File: src/rtl/timer_arbiter.sv
// -----------------------------------------------------------------------------
// timer_arbiter
//   One shared countdown timer arbitrated round-robin between two requesters
//   (req0 = main traffic FSM, req1 = pedestrian/auxiliary sequencer).
//   A grant latches the winner's interval code onto param_sel. The next cycle
//   captures the returned param_value into the countdown. The countdown then
//   decrements on each enable_1Hz tick. On expiry the owner gets a one-cycle
//   expired pulse and the timer returns to IDLE.
//
// Ports
//   clk          system clock, rising edge
//   reset        asynchronous reset, active low
//   enable_1Hz   one-cycle tick; the countdown only moves when high
//   reprogram    aborts any timing in progress and blocks new grants
//   req0/req1    timer requests
//   interval0/1  interval code of each requester
//   param_sel    interval code presented to the time-parameter store
//   param_value  time value for param_sel (combinational from the store)
//   grant0/1     current owner of the timer (one-hot or zero)
//   expired0/1   one-cycle expiry pulse to the owner
//   busy         high whenever the FSM is not in IDLE
//   count        current countdown value
// -----------------------------------------------------------------------------
module timer_arbiter #(
  parameter int TW = 4
) (
  input  logic          clk,
  input  logic          reset,
  input  logic          enable_1Hz,
  input  logic          reprogram,
  input  logic          req0,
  input  logic          req1,
  input  logic [1:0]    interval0,
  input  logic [1:0]    interval1,
  output logic [1:0]    param_sel,
  input  logic [TW-1:0] param_value,
  output logic          grant0,
  output logic          grant1,
  output logic          expired0,
  output logic          expired1,
  output logic          busy,
  output logic [TW-1:0] count
);

  typedef enum logic [1:0] {
    IDLE = 2'd0,
    LOAD = 2'd1,
    RUN  = 2'd2,
    DONE = 2'd3
  } state_t;

  localparam logic [TW-1:0] CNT_ZERO = '0;
  localparam logic [TW-1:0] CNT_ONE  = TW'(1);

  state_t        state_reg, state_next;
  logic          owner_reg, owner_next;   // 0 = requester 0, 1 = requester 1
  logic          last_reg, last_next;     // requester served by the last grant
  logic [1:0]    sel_reg, sel_next;
  logic [TW-1:0] count_reg, count_next;

  logic any_req;
  logic winner;
  logic owner_req;
  logic abort;
  logic start;
  logic expire;

  // Only a contention looks at the last flag; a lone requester always wins.
  assign any_req   = req0 | req1;
  assign winner    = (req0 & req1) ? ~last_reg : req1;
  assign owner_req = owner_reg ? req1 : req0;
  // Abort is checked ahead of expiry so that it always takes priority.
  assign abort     = reprogram | ~owner_req;
  assign start     = ~reprogram & any_req;
  // Values 0 and 1 both expire on the first tick; the counter never goes below 0.
  assign expire    = enable_1Hz & (count_reg <= CNT_ONE);

  // ---------------------------------------------------------------------------
  // State register
  // ---------------------------------------------------------------------------
  always_ff @(posedge clk or negedge reset) begin
    if (!reset) begin
      state_reg <= IDLE;
    end else begin
      state_reg <= state_next;
    end
  end

  // ---------------------------------------------------------------------------
  // Next-state logic
  // ---------------------------------------------------------------------------
  always_comb begin
    state_next = state_reg;
    case (state_reg)
      IDLE: if (start) state_next = LOAD;
      LOAD: state_next = abort ? IDLE : RUN;
      RUN: begin
        if (abort) begin
          state_next = IDLE;
        end else if (expire) begin
          state_next = DONE;
        end
      end
      DONE:    state_next = IDLE;
      default: state_next = IDLE;
    endcase
  end

  // ---------------------------------------------------------------------------
  // Datapath next values: owner, round-robin flag, interval code and countdown
  // ---------------------------------------------------------------------------
  always_comb begin
    owner_next = owner_reg;
    last_next  = last_reg;
    sel_next   = sel_reg;
    count_next = count_reg;
    case (state_reg)
      IDLE: begin
        count_next = CNT_ZERO;
        if (start) begin
          owner_next = winner;
          last_next  = winner;
          sel_next   = winner ? interval1 : interval0;
        end
      end
      LOAD: count_next = abort ? CNT_ZERO : param_value;
      RUN: begin
        if (abort) begin
          count_next = CNT_ZERO;
        end else if (enable_1Hz && !expire) begin
          count_next = count_reg - CNT_ONE;
        end
      end
      DONE:    count_next = CNT_ZERO;
      default: count_next = CNT_ZERO;
    endcase
  end

  always_ff @(posedge clk or negedge reset) begin
    if (!reset) begin
      owner_reg <= 1'b0;
      last_reg  <= 1'b1;
      sel_reg   <= 2'd0;
      count_reg <= CNT_ZERO;
    end else begin
      owner_reg <= owner_next;
      last_reg  <= last_next;
      sel_reg   <= sel_next;
      count_reg <= count_next;
    end
  end

  // ---------------------------------------------------------------------------
  // Outputs. The grant is held through DONE, so the expiry pulse goes to the
  // requester that still owns the timer. A reprogram during DONE suppresses
  // the pulse in that same cycle.
  // ---------------------------------------------------------------------------
  always_comb begin
    busy      = (state_reg != IDLE);
    grant0    = busy & ~owner_reg;
    grant1    = busy &  owner_reg;
    expired0  = (state_reg == DONE) & ~reprogram & ~owner_reg;
    expired1  = (state_reg == DONE) & ~reprogram &  owner_reg;
    param_sel = sel_reg;
    count     = count_reg;
  end

endmodule

File: config.mk
export PLATFORM = sky130hd
export DESIGN_NAME = timer_arbiter
export DESIGN_NICKNAME = d
export VERILOG_FILES = /design/src/rtl/timer_arbiter.sv
export SDC_FILE = /design/constraint.sdc
export NUM_CORES = 1
export LEC_CHECK = 0
export BUFFER_PORTS_ARGS = -buffer_cell sky130_fd_sc_hd__buf_2
export CAP_MARGIN = 5
export CORE_MARGIN = 10
export CORE_UTILIZATION = 35
export CTS_BUF_LIST = sky130_fd_sc_hd__clkbuf_4
export CTS_CLUSTER_DIAMETER = 120
export DETAILED_ROUTE_END_ITERATION = 10
export PLACE_DENSITY = 0.6
export SLEW_MARGIN = 5
export SYNTH_ARGS = -nofsm -noshare
export SYNTH_HDL_FRONTEND = slang
export SYNTH_SLANG_ARGS = --single-unit
File: constraint.sdc
create_clock -name clk -period 3.2 [get_ports clk]
set_clock_uncertainty 0.05 [all_clocks]
set_input_delay 0.64 -clock clk [delete_from_list [all_inputs] [get_ports clk]]
set_output_delay 0.64 -clock clk [all_outputs]
set_load 0.1 [all_outputs]
# ---- Word level (Yosys, flattened, before mapping)
# Index checks and enable logic that the tools add are counted.
dict set report word_totals {
  ff_bits 10
  in_bits 14
  out_inout_bits 11
}
dict set report op_classes {
  add_sub_neg 1
  muxes 12
  n_eq_ne 6
  order_cmp 1
  n_reduce_logical 7
  bitwise_logic 14
}
# cell n
set op_table {}
lappend op_table {{$mux 4} 3}
lappend op_table {{$pmux 4 s3} 1}
lappend op_table {{$mux 2} 5}
lappend op_table {{$and 1x1->1} 8}
lappend op_table {{$pmux 2 s4} 1}
lappend op_table {{$ne 3x3->1 const B} 2}
lappend op_table {{$eq 2x2->1 const B} 2}
lappend op_table {{$le 4x1->1 const B} 1}
lappend op_table {{$not 1->1} 4}
lappend op_table {{$reduce_and 2->1} 2}
lappend op_table {{$sub 4x1->4 const B} 1}
lappend op_table {{$eq 2x1->1 const B} 1}
lappend op_table {{$logic_not 2->1} 1}
lappend op_table {{$mux 1} 2}
lappend op_table {{$ne 2x2->1 const B} 1}
lappend op_table {{$or 1x1->1} 2}
lappend op_table {{$reduce_bool 2->1} 1}
lappend op_table {{$reduce_or 2->1} 1}
lappend op_table {{$logic_and 1x1->1} 1}
lappend op_table {{$logic_not 1->1} 1}

# ---- Longest topological paths before layout
# Gate-level depths: netlist of run 1.
dict set report logic_depth {
  depth_word 7
  depth_mapped 6
  mapped_depth_nobuf 6
}

# ---- Least setup slack after synthesis of run 1
# OpenSTA, ideal clock, no wires.
dict set report synth_path {
  path_type {input to output}
  start {in reprogram}
  end {out expired1}
  t_arrival_ns 3.060
  required_ns 2.510
  n_path_buf 1
  path_stages 2
  path_slack_ns -0.550
  cell_sequence {clkbuf_1 -> nor3b_1}
}
dict set report synth_via {
  elab_chain_len 3
}
# element line
set synth_rtl {}
lappend synth_rtl {{from (decl)} 30} ;# input logic reprogram,
lappend synth_rtl {{$not 1->1} 163} ;# expired1 = (state_reg == DONE) & ~reprogram & owner_reg;
lappend synth_rtl {{$and 1x1->1 (2 in a row)} 163}
lappend synth_rtl {{to (decl)} 40} ;# output logic expired1,
# No other way between the ends.

# ---- Worst setup path in the final report of run 1
dict set report layout_path {
  start {reg state_reg[0]}
  end {out grant0}
}
dict set report layout_via {
  elab_chain_len 2
}
# element line
set layout_rtl {}
lappend layout_rtl {{from (decl)} 55} ;# state_t state_reg, state_next;
lappend layout_rtl {{from (signal assigned)} 85} ;# state_reg <= state_next;
lappend layout_rtl {{$reduce_bool 2->1} 159} ;# busy = (state_reg != IDLE);
lappend layout_rtl {{$and 1x1->1} 160} ;# grant0 = busy & ~owner_reg;
lappend layout_rtl {{to (decl)} 37} ;# output logic grant0,
# No other way between the ends.

==> impl_metrics.py, run 1 <==
metrics = {
    "run_status": {
        "status": "finished, final reports clean",
    },
    "setup_path": {
        "crit_fanout": 8,
        "path_class": "flip-flop to output port",
        "required_ps": 2510,
        "end_kind": "output port",
        "crit_arrival_ps": 1560,
        "critPathLaunchType": "flip-flop",
    },
    "floorplanning": {
        "dieArea_um2": 3890,
        "core.rowCount": 15,
        "io_pins": 25,
        "die_w_um": 62.4,
        "initial_core_util": 0.368,
        "core_um2": 1710,
        "die_y_um": 62.4,
    },
    "power_and_ir_drop": {
        "combPwrFrac": 0.455,
        "pwr-share-seq": 0.361,
        "power_frac_clock": 0.184,
        "p_int_uw": 244,
        "switching_share": 0.473,
        "ir_worst_vdd_uv": 303,
        "p_total_uw": 464,
        "switchingPower_uw": 220,
        "power_leakage_nw": 0.377,
        "cellPowerDensity_nw_per_um2": 575,
    },
    "synth": {
        "ys_ff_latch": 10,
        "avgSynthCellArea_um2": 9.97,
        "synth-seq-area-share": 0.400,
        "yosysTopAreaCell": "dfrtp_1",
        "synth.area.mux_share": 0.0837,
        "synthFlopType": "dfrtp_1",
        "yosysUniqueCellTypes": 32,
        "synth_top_family_by_area": "simple AND/OR/NAND/NOR gates",
        "synth_fp_nets": 79,
        "synth_compound_area_frac": 0.175,
        "synth_simple_gate_area_frac": 0.263,
        "synth-edff-count": 0,
        "synth_top_area_share": 0.359,
        "async_flop_share": 1.00,
        "synthXorXnorAreaFrac": 0.0139,
        "synth-adder-area-share": 0.0398,
        "yosysWarnings": 0,
        "syn_area_um2": 628,
        "netlist_instances": 63,
        "synth_area_leaders": "dfrtp_1, mux2i_1, dfstp_2, a2bb2oi_1, ha_1",
    },
    "clock_tree": {
        "cts_hold_buf": 0,
        "cts-resized-gates": 0,
        "cts_tree": "done",
        "h-tree-depth": 1,
        "clockBufferDepth": 2,
        "clk_latency_ps": 250,
        "root_buffer": "clkbuf_4",
        "clkSinkCount": 10,
        "numCtsBuffers": 3,
        "clk_pin_slew_ps": 70,
        "cts_setup_buffers": 0,
    },
    "finish": {
        "fillers": 170,
        "finalNetCount": 107,
        "final_common_cell": "buf_2",
        "antennaDiodeCount": 0,
        "drive_gt1_frac": 0.444,
        "final_cell_mix": "buf_2, dfrtp_1, nor2_1",
        "area_growth_pct": 28.5,
        "largest_reg_flops": 4,
    },
    "global_routing": {
        "gr-total-overflow": 0,
        "first_global_vias": 530,
        "antenna_found_initial": 0,
        "grt_max_degree": 11,
        "grt_pass1_wl_um": 2500,
        "track_usage": 0.0755,
    },
    "placement": {
        "place_congestion": 0.735,
        "dpl.hpwl_um": 1270,
        "port_buffers": 24,
        "dp_slack_ps": 994,
    },
    "sta": {
        "setup_violations": 0,
        "hold_viol": 0,
        "period_needed_ps": 2250,
        "whs_ps": 183,
        "max_freq_mhz": 444,
        "drv_slew": 0,
        "tightestPinTransition_ps": 524,
        "rsz0062_at_grt": "false",
        "fin_ws_ps": 949,
        "finalCritPeriodShare": 0.703,
        "final.setup.tns_ps": 0,
        "max_slew_margin": 0.647,
    },
    "routing": {
        "drtAntennaViolNets": 0,
        "drt_iter0_markers": 6,
        "dr_total_vias": 557,
        "firstDrtPassIters": 2,
        "vias_per_cell": 4.84,
        "wl_um": 1540,
        "wl_per_cell_um": 13.4,
        "drc": 0,
    },
    "run": {
        "drv_cap": 0,
    },
    "worst_hold_path": {
        "hold_path_class": "input port to asynchronous set/reset pin",
    },
}
==> worst paths after layout <==
check,startpoint,to,slack (ps),depth (start not counted)
min in group clk,param_sel[0]$_DFFE_PN0P_,param_sel[0]$_DFFE_PN0P_,480,2
setup reg to reg,count[0]$_DFFE_PN0P_,state_reg[0]$_DFFE_PN0P_,1390,5
hold reg to reg,param_sel[0]$_DFFE_PN0P_,param_sel[0]$_DFFE_PN0P_,480,2
max in group asynchronous,reset,last_reg$_DFFE_PN1P_,2660,1
setup / recovery,state_reg[0]$_DFFE_PN0P_,grant0,950,3
hold / removal,reset,count[0]$_DFFE_PN0P_,180,1
==> synth_stat cells, types with 2 or more instances <==
cell type  n
dfrtp_1    9
nor2_1     5
nor3_1     4
a21oi_1    3
a2bb2oi_1  3
inv_1      3
mux2i_1    3
nand2_1    3
a21o_2     2
ha_1       2
mux2_2     2
nand2b_1   2
nor4b_1    2
or2_2      2
==> layout make-up <==
class                      count  area (um^2)  share of cell area
multi-input combinational     49          367               0.454
sequential                    10          251               0.312
timing repair buffer          24          120               0.149
tap                           25         31.3              0.0388
clock buffer                   3         22.5              0.0279
inverter                       3         11.3              0.0140
clock inverter                 1         3.75             0.00465
==> worst max-delay path: stages (launching register included) <==
cell     delay [ps]
dfrtp_1         460
or2_2           370
and2b_2         200
buf_2           280
==> metal layers <==
metal | vias to the layer above | global-route usage | wire [um]
li1 | 291 | - | -
met1 | 252 | 0.0915 | 720
met2 | 12 | 0.121 | 716
met3 | 2 | 0.0215 | 71
met4 | 0 | 0.0335 | 27
met5 | - | 0 | 0
==> stage by stage <==
stage	utilization	cell area (um^2)	instances
global placement	0.457	781	111
global route	0.473	807	115
CTS	0.473	807	115
floorplan	-	633	63
detailed placement	0.457	781	111
finish	0.473	807	115
==> power by group through the flow <==
stage	logic (mW)	registers, mW	clock network [mW]
floorplan	0.109	0.231	0
global placement	0.211	0.169	0
detailed placement	0.213	0.170	0
CTS	0.213	0.167	0.0892
global route	0.222	0.171	0.0964
finish	0.211	0.168	0.0854
==> cells by family (layout without fill, tap and decap cells) <==
| family | after synthesis | in the layout |
|---|---|---|
| compound gates | 15 | 15 |
| xor+xnor | 1 | 1 |
| fa+ha+maj | 2 | 2 |
| buf+inv | 4 | 31 |
| flops | 10 | 10 |
| mux | 5 | 5 |
| simple gates | 26 | 26 |
No activity file was read; power rests on OpenSTA's default activity.
==> run 2, diff against run 1 <==
==> constraint.sdc (replaced) <==
create_clock -name clk -period 2.3 [get_ports clk]
set_clock_uncertainty 0.05 [all_clocks]
set_input_delay 0.46 -clock clk [delete_from_list [all_inputs] [get_ports clk]]
set_output_delay 0.46 -clock clk [all_outputs]
set_load 0.1 [all_outputs]
==> impl_metrics.py, run 2 (same netlist as run 1, synthesis figures left out) <==
metrics = {
    "sta": {
        "period_needed_ps": 2080,
        "rsz0062_at_grt": "false",
        "tightestPinTransition_ps": 529,
        "max_slew_margin": 0.644,
        "drv_slew": 0,
        "setup_violations": 0,
        "finalCritPeriodShare": 0.904,
        "max_freq_mhz": 481,
        "hold_viol": 0,
        "final.setup.tns_ps": 0,
    },
    "floorplanning": {
        "core_um2": 1710,
        "io_pins": 25,
        "die_y_um": 62.4,
        "core.rowCount": 15,
        "initial_core_util": 0.368,
        "dieArea_um2": 3890,
        "die_w_um": 62.4,
    },
    "finish": {
        "final_cell_mix": "buf_2, dfrtp_1, nor2_1",
        "fin_area_um2": 823,
        "largest_reg_flops": 4,
        "antennaDiodeCount": 0,
        "fillers": 185,
        "drive_gt1_frac": 0.440,
        "finalNetCount": 108,
        "area_growth_pct": 31.1,
        "final_common_cell": "buf_2",
    },
    "global_routing": {
        "grt_pass1_wl_um": 2800,
        "grt_max_degree": 11,
        "first_global_vias": 562,
        "track_usage": 0.0875,
        "antenna_found_initial": 0,
        "gr-total-overflow": 0,
    },
    "power_and_ir_drop": {
        "ir_worst_vdd_uv": 549,
        "p_total_uw": 659,
        "cellPowerDensity_nw_per_um2": 801,
        "power_leakage_nw": 0.389,
    },
    "setup_path": {
        "critPathSlowestCell": "dfrtp_1",
        "path_delay_family": "simple AND/OR/NAND/NOR gates",
        "critPathLaunchType": "flip-flop",
        "required_ps": 1790,
        "path_class": "flip-flop to output port",
        "crit_arrival_ps": 1570,
        "path_cells": "or2_2, and2b_2, buf_2",
        "cp_num_buf_inv": 1,
        "end_kind": "output port",
        "critPathMaxStageDelay_ps": 460,
        "crit_fanout": 8,
    },
    "worst_hold_path": {
        "hold_path_class": "input port to flip-flop",
    },
    "placement": {
        "place_congestion": 0.744,
        "postPlaceCellArea_um2": 787,
        "dpl.hpwl_um": 1260,
        "port_buffers": 24,
    },
    "clock_tree": {
        "clockBufferDepth": 2,
        "root_buffer": "clkbuf_4",
        "clkSinkCount": 10,
        "clk_pin_slew_ps": 70,
        "clk_latency_ps": 270,
        "cts_tree": "done",
        "numCtsBuffers": 3,
        "h-tree-depth": 1,
    },
    "routing": {
        "wl_um": 1620,
        "vias_per_cell": 5.02,
        "dr_total_vias": 582,
        "drc": 0,
        "wl_per_cell_um": 13.9,
        "drtAntennaViolNets": 0,
        "firstDrtPassIters": 4,
        "drt_iter0_markers": 16,
    },
    "run": {
        "drv_cap": 0,
    },
    "run_status": {
        "status": "finished, final reports clean",
    },
}
run 2: final cells by class:
| type | instances | area (um^2) | area share |
|---|---|---|---|
| multi-input cells | 49 | 373 | 0.453 |
| flip-flops and latches | 10 | 251 | 0.305 |
| repair buffers | 25 | 130 | 0.158 |
| well taps | 25 | 31.3 | 0.0380 |
| clock buffers | 3 | 22.5 | 0.0274 |
| inverters | 3 | 11.3 | 0.0137 |
| clock inverters | 1 | 3.75 | 0.00456 |
run 2: worst paths after layout:
check | from | endpoint | slack (ps) | cells past startpoint
worst min-delay path | param_value[1] | count[1]$_DFFE_PN0P_ | 370 | 3
worst max register to register | count[0]$_DFFE_PN0P_ | state_reg[0]$_DFFE_PN0P_ | 470 | 5
worst min register to register | param_sel[0]$_DFFE_PN0P_ | param_sel[0]$_DFFE_PN0P_ | 480 | 2
worst max-delay path | state_reg[0]$_DFFE_PN0P_ | grant0 | 220 | 3
min in group asynchronous | reset | param_sel[0]$_DFFE_PN0P_ | 520 | 2
max in group asynchronous | reset | last_reg$_DFFE_PN1P_ | 1420 | 2
run 2: worst reg2reg max path: stages (launching register included):
cell       delay [ps]
dfrtp_1           440
inv_1              80
ha_1              190
nor2_1             70
or4_1             460
a2111oi_0         420
run 2: metal layers:
metal,global-route usage,share of wire
met1,0.106,0.47
met2,0.123,0.44
met3,0.0412,0.058
met4,0.0503,0.025
met5,0,0
run 2: stage by stage:
step           worst slack, ps  utilization  hold WS, ps  std cells
6_report                   221        0.482          371        116
5_1_grt                    137        0.482          372        116
4_1_cts                    209        0.482          370        116
3_5_place_dp               452        0.461          291        111
3_3_place_gp               454        0.461          287        111
2_1_floorplan             44.3            -          114         63
run 2: power by group:
part           switching [mW]  total (mW)  leakage [nW]  internal, mW
clock                  0.0673       0.130        0.0154        0.0628
combinational           0.223       0.297         0.247        0.0740
sequential             0.0264       0.232         0.126         0.205
total                   0.317       0.659         0.389         0.342
run 2: timing repair:
item | in CTS | in global routing
resized for setup | 0 | 0
endpoints found under the hold margin | 5 | 0
buffers inserted | 0 | 0
hold buffers | 1 | 0
